File: src/rtl/rop_ba_cop.sv
// rop_ba_cop: bit/byte crypto co-processor with req/acc host handshake and its own memory port.
module rop_ba_cop #(
    parameter logic [6:0] OPCODE = 7'b0001011
) (
    input  logic        clk,
    input  logic        resetn,
    output logic        clk_req,
    input  logic        cop_req,
    output logic        cop_acc,
    output logic        cop_rsp,
    input  logic [31:0] cop_instr_in,
    input  logic [31:0] cop_rs1,
    input  logic [31:0] cop_rs2,
    output logic [2:0]  cop_rd_byte,
    output logic [4:0]  cop_rd,
    output logic [31:0] cop_wdata,
    output logic        cop_wen,
    output logic        cop_mem_ld_error,
    output logic        cop_mem_st_error,
    output logic        cop_mem_cen,
    input  logic        cop_mem_stall,
    input  logic        cop_mem_error,
    output logic        cop_mem_wen,
    output logic [3:0]  cop_mem_ben,
    output logic [31:0] cop_mem_wdata,
    input  logic [31:0] cop_mem_rdata,
    output logic [31:0] cop_mem_addr
);
    typedef enum logic [1:0] {IDLE, EXEC, MEM} state_t;
    state_t state;
    logic        legal_q, mis_q;
    logic [2:0]  f3_q;
    logic [4:0]  rd_q;
    logic [1:0]  lane_q, boff_q;
    logic [31:0] rs1_q, rs2_q;
    logic [2:0]  in_f3;
    logic [31:0] in_imm, in_addr, alu;
    logic        in_legal, in_mis, in_mem;
    logic [63:0] rot;
    logic        unused_ok;
    always_comb begin
        in_f3    = cop_instr_in[14:12];
        in_legal = cop_instr_in[6:0] == OPCODE;
        in_imm   = in_f3 == 3'd5 ? {{20{cop_instr_in[31]}}, cop_instr_in[31:25], cop_instr_in[11:7]}
                                 : {{20{cop_instr_in[31]}}, cop_instr_in[31:20]};
        in_addr  = cop_rs1 + in_imm;
        in_mis   = (in_f3 == 3'd4 || in_f3 == 3'd5) && in_addr[1:0] != 2'd0;
        in_mem   = in_legal && in_f3 >= 3'd4 && in_f3 <= 3'd6 && !in_mis;
        rot      = {rs1_q, rs1_q} >> rs2_q[4:0];
        alu      = f3_q == 3'd0 ? rs1_q + rs2_q :
                   f3_q == 3'd1 ? rs1_q ^ rs2_q :
                   f3_q == 3'd2 ? rot[31:0] :
                   f3_q == 3'd3 ? {4{rs1_q[7:0]}} : '0;
    end
    assign unused_ok = ^{cop_instr_in[19:15], rot[63:32]};
    // A response cycle already looks like IDLE, so acceptance waits one more cycle.
    assign cop_acc = resetn && cop_req && state == IDLE && !cop_rsp;
    assign clk_req = resetn && (cop_req || state != IDLE || cop_rsp);
    always_ff @(posedge clk or negedge resetn) begin
        if (!resetn) begin
            state            <= IDLE;
            legal_q          <= 1'b0;
            mis_q            <= 1'b0;
            f3_q             <= '0;
            rd_q             <= '0;
            lane_q           <= '0;
            boff_q           <= '0;
            rs1_q            <= '0;
            rs2_q            <= '0;
            cop_rsp          <= 1'b0;
            cop_rd_byte      <= '0;
            cop_rd           <= '0;
            cop_wdata        <= '0;
            cop_wen          <= 1'b0;
            cop_mem_ld_error <= 1'b0;
            cop_mem_st_error <= 1'b0;
            cop_mem_cen      <= 1'b0;
            cop_mem_wen      <= 1'b0;
            cop_mem_ben      <= '0;
            cop_mem_wdata    <= '0;
            cop_mem_addr     <= '0;
        end else begin
            case (state)
                IDLE: begin
                    cop_rsp          <= 1'b0;
                    cop_wen          <= 1'b0;
                    cop_mem_ld_error <= 1'b0;
                    cop_mem_st_error <= 1'b0;
                    if (cop_acc) begin
                        legal_q       <= in_legal;
                        mis_q         <= in_legal && in_mis;
                        f3_q          <= in_f3;
                        rd_q          <= cop_instr_in[11:7];
                        lane_q        <= cop_instr_in[21:20];
                        boff_q        <= in_addr[1:0];
                        rs1_q         <= cop_rs1;
                        rs2_q         <= cop_rs2;
                        state         <= in_mem ? MEM : EXEC;
                        cop_mem_cen   <= in_mem;
                        cop_mem_wen   <= in_mem && in_f3 == 3'd5;
                        cop_mem_ben   <= !in_mem ? 4'h0 : in_f3 == 3'd6 ? 4'b0001 << in_addr[1:0] : 4'hF;
                        cop_mem_addr  <= in_f3 == 3'd6 ? {in_addr[31:2], 2'b00} : in_addr;
                        cop_mem_wdata <= cop_rs2;
                    end
                end
                EXEC: begin
                    state            <= IDLE;
                    cop_rsp          <= 1'b1;
                    cop_rd           <= rd_q;
                    cop_wen          <= legal_q && f3_q < 3'd4;
                    cop_wdata        <= legal_q ? alu : '0;
                    cop_rd_byte      <= legal_q && f3_q == 3'd3 ? {1'b0, lane_q} : 3'b100;
                    cop_mem_ld_error <= mis_q && f3_q == 3'd4;
                    cop_mem_st_error <= mis_q && f3_q == 3'd5;
                end
                MEM: begin
                    if (!cop_mem_stall) begin
                        state            <= IDLE;
                        cop_mem_cen      <= 1'b0;
                        cop_mem_wen      <= 1'b0;
                        cop_mem_ben      <= '0;
                        cop_rsp          <= 1'b1;
                        cop_rd           <= rd_q;
                        cop_rd_byte      <= 3'b100;
                        cop_wen          <= !cop_mem_error && f3_q != 3'd5;
                        cop_mem_ld_error <= cop_mem_error && f3_q != 3'd5;
                        cop_mem_st_error <= cop_mem_error && f3_q == 3'd5;
                        cop_wdata        <= f3_q == 3'd6 ? {24'd0, cop_mem_rdata[{boff_q, 3'b000} +: 8]} :
                                            f3_q == 3'd4 ? cop_mem_rdata : '0;
                    end
                end
                default: state <= IDLE;
            endcase
        end
    end
endmodule

File: config.mk
export PLATFORM = sky130hd
export DESIGN_NAME = rop_ba_cop
export DESIGN_NICKNAME = d
export VERILOG_FILES = /design/src/rtl/rop_ba_cop.sv
export SDC_FILE = /design/constraint.sdc
export NUM_CORES = 1
export LEC_CHECK = 0
export CAP_MARGIN = 20
export CORE_UTILIZATION = 45
export CTS_CLUSTER_DIAMETER = 150
export DETAILED_ROUTE_END_ITERATION = 6
export PLACE_DENSITY_LB_ADDON = 0.15
export SLEW_MARGIN = 15
export SYNTH_ARGS = -nofsm -noshare
export SYNTH_HDL_FRONTEND = slang
export SYNTH_SLANG_ARGS = --single-unit
File: constraint.sdc
create_clock -name clk -period 3.1 [get_ports clk]
set_input_delay 0.62 -clock clk [delete_from_list [all_inputs] [get_ports clk]]
set_output_delay 0.62 -clock clk [all_outputs]
set_load 0.03 [all_outputs]
==> reports/results.txt, run 1 <==
Routed vias/inst: 5.76
Critical Path End Type: flop
Max Clock Skew: 0.0141 ns
Core area: 0.0271 sq mm
Placed insts: 2,205
Most common cell on crit path: buf_6
Status: finished, violations left
# H-tree levels: 4
FILL cells: 2,360
First-pass GRT wire length: 70.5 mm
Synth area leaders: dfrtp_1 32%, nand2_1 12%, ha_1 6.6%
Row cnt: 60
Crit-path slowest cell: fa_2
Cell Chain, Critical Path: buf_6 > nor2b_4 > nand2_4 > buf_6 > mux2_4 > fa_2 > a211o_1 > o211ai_1 > a2111o_1 > a31oi_4 > a221oi_2 > buf_4 > nor4_4 > a2111oi_2 > xor2_1 > o21ai_1
Die Area: 0.0285 sq mm
Largest net degree at the start of global routing: 138
CP max stage delay: 0.41 ns
Setup CP Type: in2reg
Die width: 169 microns
Number of enable flip-flop cells after synthesis: 0
Failing checks: negative setup slack
First-pass detailed-route iteration total: 5
Async set-reset flop share out of synthesis: 100%
Leakage dissipation: 7.89 nW
Via count: 13,000
Initial Utilization: 46.1%
Fin crit period: 3.34 ns
Data arrival, critical path: 3.64 ns
Share of cells above drive strength 1: 16.8%
Total power: 19.9 mW
Worst path depth: 16
RR Startpoint: cop_mem_wdata[1]
P&R area growth vs syn: 38.2%
CTS Hold Buffers Added: 0
Number of remaining DRC errors: 0
ANT nets after route: 0
Antenna Diode Count: 0
Post-route non-filler standard cell count: 2,251
Reg2reg path depth: 12
F_max: 0.300 GHz
Clk buf depth: 2
Final period utilization: 108%
Warnings, synthesis: 0
CTS Buf Count: 17
CP bufs+invs: 3
PortBufs: 243
CP Max Fanout: 3
Total track usage: 32.4%
Final nets: 2,067
Synth cell types: 80
DR iter-0 viols: 1,130
Seq cells post-synth: 162
Clock network latency to the later pin of the worst-skew pair: 0.44 ns
Clock slew at reported path FFs: 0.07 ns
Worst setup path endpoint: cop_mem_addr[30]
Pins Over Slew Limit: 0
Mean Syn Cell Area: 8.28 sq um
Startpoint Class: primary input
Ys flop type: dfrtp_1
Max-Cap Viols: 0
Final WL: 46.1 mm
Cell family with most CP delay: compound AO/OA/AOI/OAI gates
Flop2flop setup slack: 0.10 ns
Post-Synthesis Cell Area: 0.0125 sq mm
RR Endpoint: cop_wdata[30]
Utilization after layout: 63.8%
CTS root buf: clkbuf_16
PnR worst setup slack: -0.238 ns
CP startpoint: cop_instr_in[13]
Final Setup Violations: 5
Grt ovf: 0
TritonCTS clock tree: yes
Initial antenna violation count: 1
Critical Path RT: 3.40 ns
Slew HR: 51.7%
I/O Pins: 249
Post-DR wirelength/cell: 20.5 microns
Leading area contributor after synthesis: dfrtp_1
Most common cell after layout, fill and taps aside: nand2_1
Final Hold Viols: 0
Top cell type's share of synthesized area: 32.4%
Sequential area share after synthesis: 32.4%
Hold Path Class: in2async
RD Place Congestion: 0.955
Clk sinks: 162
Syn Inst Count: 1,510
Setup TNS: -0.727 ns
DP HPWL: 35.6 mm
Worst VDD drop: 0.000456 V
Number of global-route vias before repair: 12,400
Most frequent cells in the layout: 406 x nand2_1, 232 x clkdlybuf4s50_1, 171 x buf_4
Slew @ Worst Pin: 0.724 ns
Cell Pwr Density: 1150 mW/mm^2
RSZ-0062 raised after global routing: true
Syn nets: 1,711
Die height: 169 microns
[state kept, by name, indices dropped and copies added, names as in the netlist, 2 cells and up]
name,cells
f3_q,3
state,2
cop_mem_ben,4
cop_mem_wdata,32
rd_q,5
cop_rd_byte,3
cop_rd,5
rs1_q,32
cop_wdata,32
boff_q,2
lane_q,2
cop_mem_addr,32
[cell type report]
type	count	area, sq um	area share (%)
timing repair buffer	423	3880	22.4
multi-input combinational	1232	8190	47.4
tap	372	465	2.69
clock inverter	14	148	0.854
sequential	162	4060	23.5
inverter	30	113	0.652
clock buffer	18	429	2.48
[power breakdown]
| part | internal, mW | total, mW | switching [mW] |
|---|---|---|---|
| combinational | 5.72 | 13.8 | 8.07 |
| clock | 1.13 | 2.13 | 1.00 |
| sequential | 2.98 | 4.02 | 1.03 |
| total | 9.84 | 19.9 | 10.1 |
[synthesized netlist by cell type (13+ instances only)]
cell type / number
a211oi_1: 16
a21o_1: 30
a21oi_1: 109
a31oi_1: 15
buf_1: 13
buf_2: 13
clkbuf_1: 52
dfrtp_1: 162
ha_1: 66
inv_1: 27
mux2_2: 14
mux2i_1: 49
mux4_2: 35
nand2_1: 408
nand3_1: 20
nor2_1: 90
nor3_1: 22
o211ai_1: 19
o21ai_0: 115
o21bai_1: 14
xnor2_1: 28
xor2_1: 18
[routing by layer]
layer | part of all wire [%] | global-route usage, %
met4 | 3.6 | 13.0
met5 | 0 | 0
met3 | 8.0 | 5.45
met1 | 43 | 43.6
met2 | 46 | 51.8
[per-stage QoR]
step	instance area, sq um	hold WS, ns	setup WS [ns]
floorplan	12500	0.324	-0.388
global placement	16400	0.450	-1.11
detailed placement	16400	0.451	-1.18
CTS	17100	0.0413	-0.315
global route	17300	0.0453	-0.300
finish	17300	0.0420	-0.238
[cell families (layout without fill, tap and decap cells)]
family | after synthesis | count (layout) | share of synthesized area, %
buffers and inverters | 116 | 485 | 3.99
xor gates and xnor gates | 46 | 46 | 3.22
and+or+nand+nor | 600 | 600 | 19.9
DFF | 162 | 162 | 32.4
adders and majority gates | 68 | 68 | 6.92
AOI/OAI and AO/OA | 415 | 415 | 21.0
muxes | 103 | 103 | 12.5
[how the worst min path moves through the flow]
stage	to	slack [ns]	depth (start not counted)
4_1_cts	cop_wdata[15]	0.04	1
3_3_place_gp	cop_rd[4]	0.45	2
3_5_place_dp	cop_rd[0]	0.45	2
6_report	cop_wdata[15]	0.04	1
5_1_grt	cop_wdata[15]	0.05	1
2_1_floorplan	boff_q[0]	0.32	0
[timing repair]
action	in CTS	in global routing
endpoints found under the setup margin	25	24
buffers inserted	11	6
resized for setup	35	32
pin swaps	28	26
Power figures use the tool's default switching activity.
==> run 2, diff against run 1 <==
- CAP_MARGIN: 20 -> 10
- CTS_BUF_LIST: not set -> sky130_fd_sc_hd__clkbuf_16
- RECOVER_POWER: not set -> 100
==> run 2 against run 1 <==
  * The flow still finishes with violations (negative setup slack)
  * Flip-flop and latch count unchanged
  * Wire length is essentially flat
  * Fmax about the same
  * Clock skew grew 0.0012 ns
  * Die area did not move
  * Global-route usage unchanged
  * Utilization about the same
==> reports/results.txt, run 2 (synthesis results as in run 1) <==
Die height: 169 microns (unchanged)
M3 GR Usage: 5.45% (unchanged)
Final nets: 2,067 (unchanged)
Grt ovf: 0 (unchanged)
Status: finished, violations left
TritonCTS clock tree: yes
Register area: 0.00406 sq mm (unchanged)
Post-DR wirelength/cell: 20.5 microns (about the same)
Area of the multi-input gates: 0.00819 sq mm (unchanged)
PortBufs: 243 (unchanged)
Final WL: 46.1 mm (about the same)
F_max: 0.300 GHz (about the same)
Initial Utilization: 46.1% (unchanged)
CP Max Fanout: 3 (unchanged)
P&R area growth vs syn: 38.2% (about the same)
Initial antenna violation count: 1 (unchanged)
Most common cell on crit path: buf_6
First-pass detailed-route iteration total: 6 (+1)
Number of remaining DRC errors: 0 (unchanged)
Routed vias/inst: 5.76 (about the same)
Final Setup Violations: 5 (unchanged)
Slew @ Worst Pin: 1.32 ns (+0.597 ns)
Die width: 169 microns (unchanged)
Failing checks: negative setup slack
Max Clock Skew: 0.0153 ns (+0.00123 ns)
Most common cell after layout, fill and taps aside: nand2_1
Startpoint Class: primary input
Core area: 0.0271 sq mm (unchanged)
DR iter-0 viols: 1,156 (+2.3%)
Placed Instance Area: 0.0164 sq mm (unchanged)
DP HPWL: 35.6 mm (unchanged)
CTS Buf Count: 17 (unchanged)
CTS root buf: clkbuf_16
PnR worst setup slack: -0.237 ns (+0.000995 ns)
Data arrival, critical path: 3.64 ns (about the same)
Sw frac: 50.7% (about the same)
Share of cells above drive strength 1: 16.8% (unchanged)
Final period utilization: 108% (about the same)
Slew HR: 12.0% (-40 points)
Total track usage: 32.4% (unchanged)
Most frequent cells in the layout: 406 x nand2_1, 232 x clkdlybuf4s50_1, 170 x buf_4
Clk sinks: 162 (unchanged)
Met1 Use GR: 43.6% (unchanged)
Final Hold Viols: 0 (unchanged)
Critical Path End Type: flop
RD Place Congestion: 0.955 (unchanged)
ANT nets after route: 0 (unchanged)
CTS Hold Buffers Added: 0 (unchanged)
Max-Cap Viols: 0 (unchanged)
Clk buf depth: 2 (unchanged)
Post-Layout Inst Area: 0.0173 sq mm (about the same)
Clock slew at reported path FFs: 0.07 ns (about the same)
First-pass GRT wire length: 70.5 mm (unchanged)
I/O Pins: 249 (unchanged)
Clk pwr share: 10.7% (about the same)
CP max stage delay: 0.41 ns (about the same)
Fin crit period: 3.34 ns (-0.000995 ns)
Clock network latency to the later pin of the worst-skew pair: 0.44 ns (about the same)
Number of global-route vias before repair: 12,400 (unchanged)
RSZ-0062 raised after global routing: true
Die Area: 0.0285 sq mm (unchanged)
Cell Chain, Critical Path: buf_6 > nor2b_4 > nand2_4 > buf_6 > mux2_4 > fa_2 > a211o_1 > o211ai_1 > a2111o_1 > a31oi_4 > a221oi_2 > buf_4 > nor4_4 > a2111oi_2 > xor2_1 > o21ai_1
Cell family with most CP delay: compound AO/OA/AOI/OAI gates
# H-tree levels: 4 (unchanged)
Critical Path RT: 3.40 ns (about the same)
Int Pwr: 9.84 mW (about the same)
Pins Over Slew Limit: 0 (unchanged)
Largest net degree at the start of global routing: 138 (unchanged)
Comb pwr share: 69.1% (about the same)
Antenna Diode Count: 0 (unchanged)
Total power: 20.0 mW (about the same)
Most Used Layer, Global Route: met2
Flop pwr share: 20.2% (about the same)
Crit-path slowest cell: fa_2
Row cnt: 60 (unchanged)
Leakage dissipation: 7.89 nW (about the same)
CP bufs+invs: 3 (unchanged)
Met2 Usage GRT: 51.8% (unchanged)
Hold Path Class: in2async
Net Switching: 10.1 mW (+0.14%)
FILL cells: 2,361 (+0.042%)
Cell Pwr Density: 1150 mW/mm^2 (about the same)
Via count: 13,000 (+0.023%)
Worst VDD drop: 0.000454 V (-0.46%)
Setup CP Type: in2reg
[run 2: cell count changes in the layout (fill, tap and decap cells not counted)]
cell	before	now
clkbuf_1	1	0
buf_4	171	170
clkbuf_2	0	1
inv_1	27	28
[run 2: power by group through the flow]
stage | registers (mW) | clock network, mW | logic (mW)
2_1_floorplan | 4.76 | 0 | 7.42
3_3_place_gp | 4.00 | 0 | 13.3
3_5_place_dp | 4.01 | 0 | 13.4
4_1_cts | 3.99 | 2.17 | 13.5
5_1_grt | 4.11 | 2.24 | 14.7
6_report | 4.02 | 2.14 | 13.8
[run 2: layer usage]
metal | up-vias | wire length [microns]
met5 | - | 0
met4 | 0 | 1690
met3 | 87 | 3570
met2 | 590 | 21100
met1 | 6166 | 19800
li1 | 6125 | -
[run 2: path summary, 6_finish.rpt]
kind | startpoint | endpoint | slack (ns) | cells past startpoint
min in group clk | rd_q[0] | cop_rd[0] | 0.48 | 2
max | cop_instr_in[13] | cop_mem_addr[30] | -0.24 | 16
min reg2reg | rd_q[0] | cop_rd[0] | 0.48 | 2
min | resetn | cop_wdata[15] | 0.04 | 1
max in group asynchronous | resetn | cop_wdata[9] | 1.45 | 2
max reg2reg | cop_mem_wdata[1] | cop_wdata[30] | 0.10 | 12
[run 2: layout make-up]
type | instances | area share, %
inverter | 30 | 0.652
multi-input combinational | 1232 | 47.4
timing repair buffer | 423 | 22.4
clock inverter | 15 | 0.876
tap | 372 | 2.69
sequential | 162 | 23.5
clock buffer | 17 | 2.46
[run 2: worst reg2reg max path, delay by kind of cell, from the launching register on]
| kind | cells | cell delay [ns] |
|---|---|---|
| buffers and inverters | 2 | 0.30 |
| DFF | 1 | 0.45 |
| adders and majority gates | 1 | 0.38 |
| AOI/OAI and AO/OA | 8 | 1.37 |
| and+or+nand+nor | 1 | 0.39 |
[run 2: repair_timing]
item | in CTS | in global routing
cloned | 0 | 0
pin swaps | 28 | 26
setup endpoints to repair | 25 | 24
gates resized for setup | 35 | 32
setup buffers | 11 | 6
[run 2: through the flow]
stage	instances	setup WS, ns	TNS (ns)	hold slack (ns)	utilization (%)
floorplan	1510	-0.388	-0.889	0.324	-
global placement	2205	-1.11	-19.04	0.450	60.5
detailed placement	2205	-1.18	-21.52	0.451	60.5
CTS	2248	-0.315	-1.63	0.0413	63.3
global route	2251	-0.300	-1.40	0.0450	63.8
finish	2251	-0.237	-0.731	0.0430	63.8
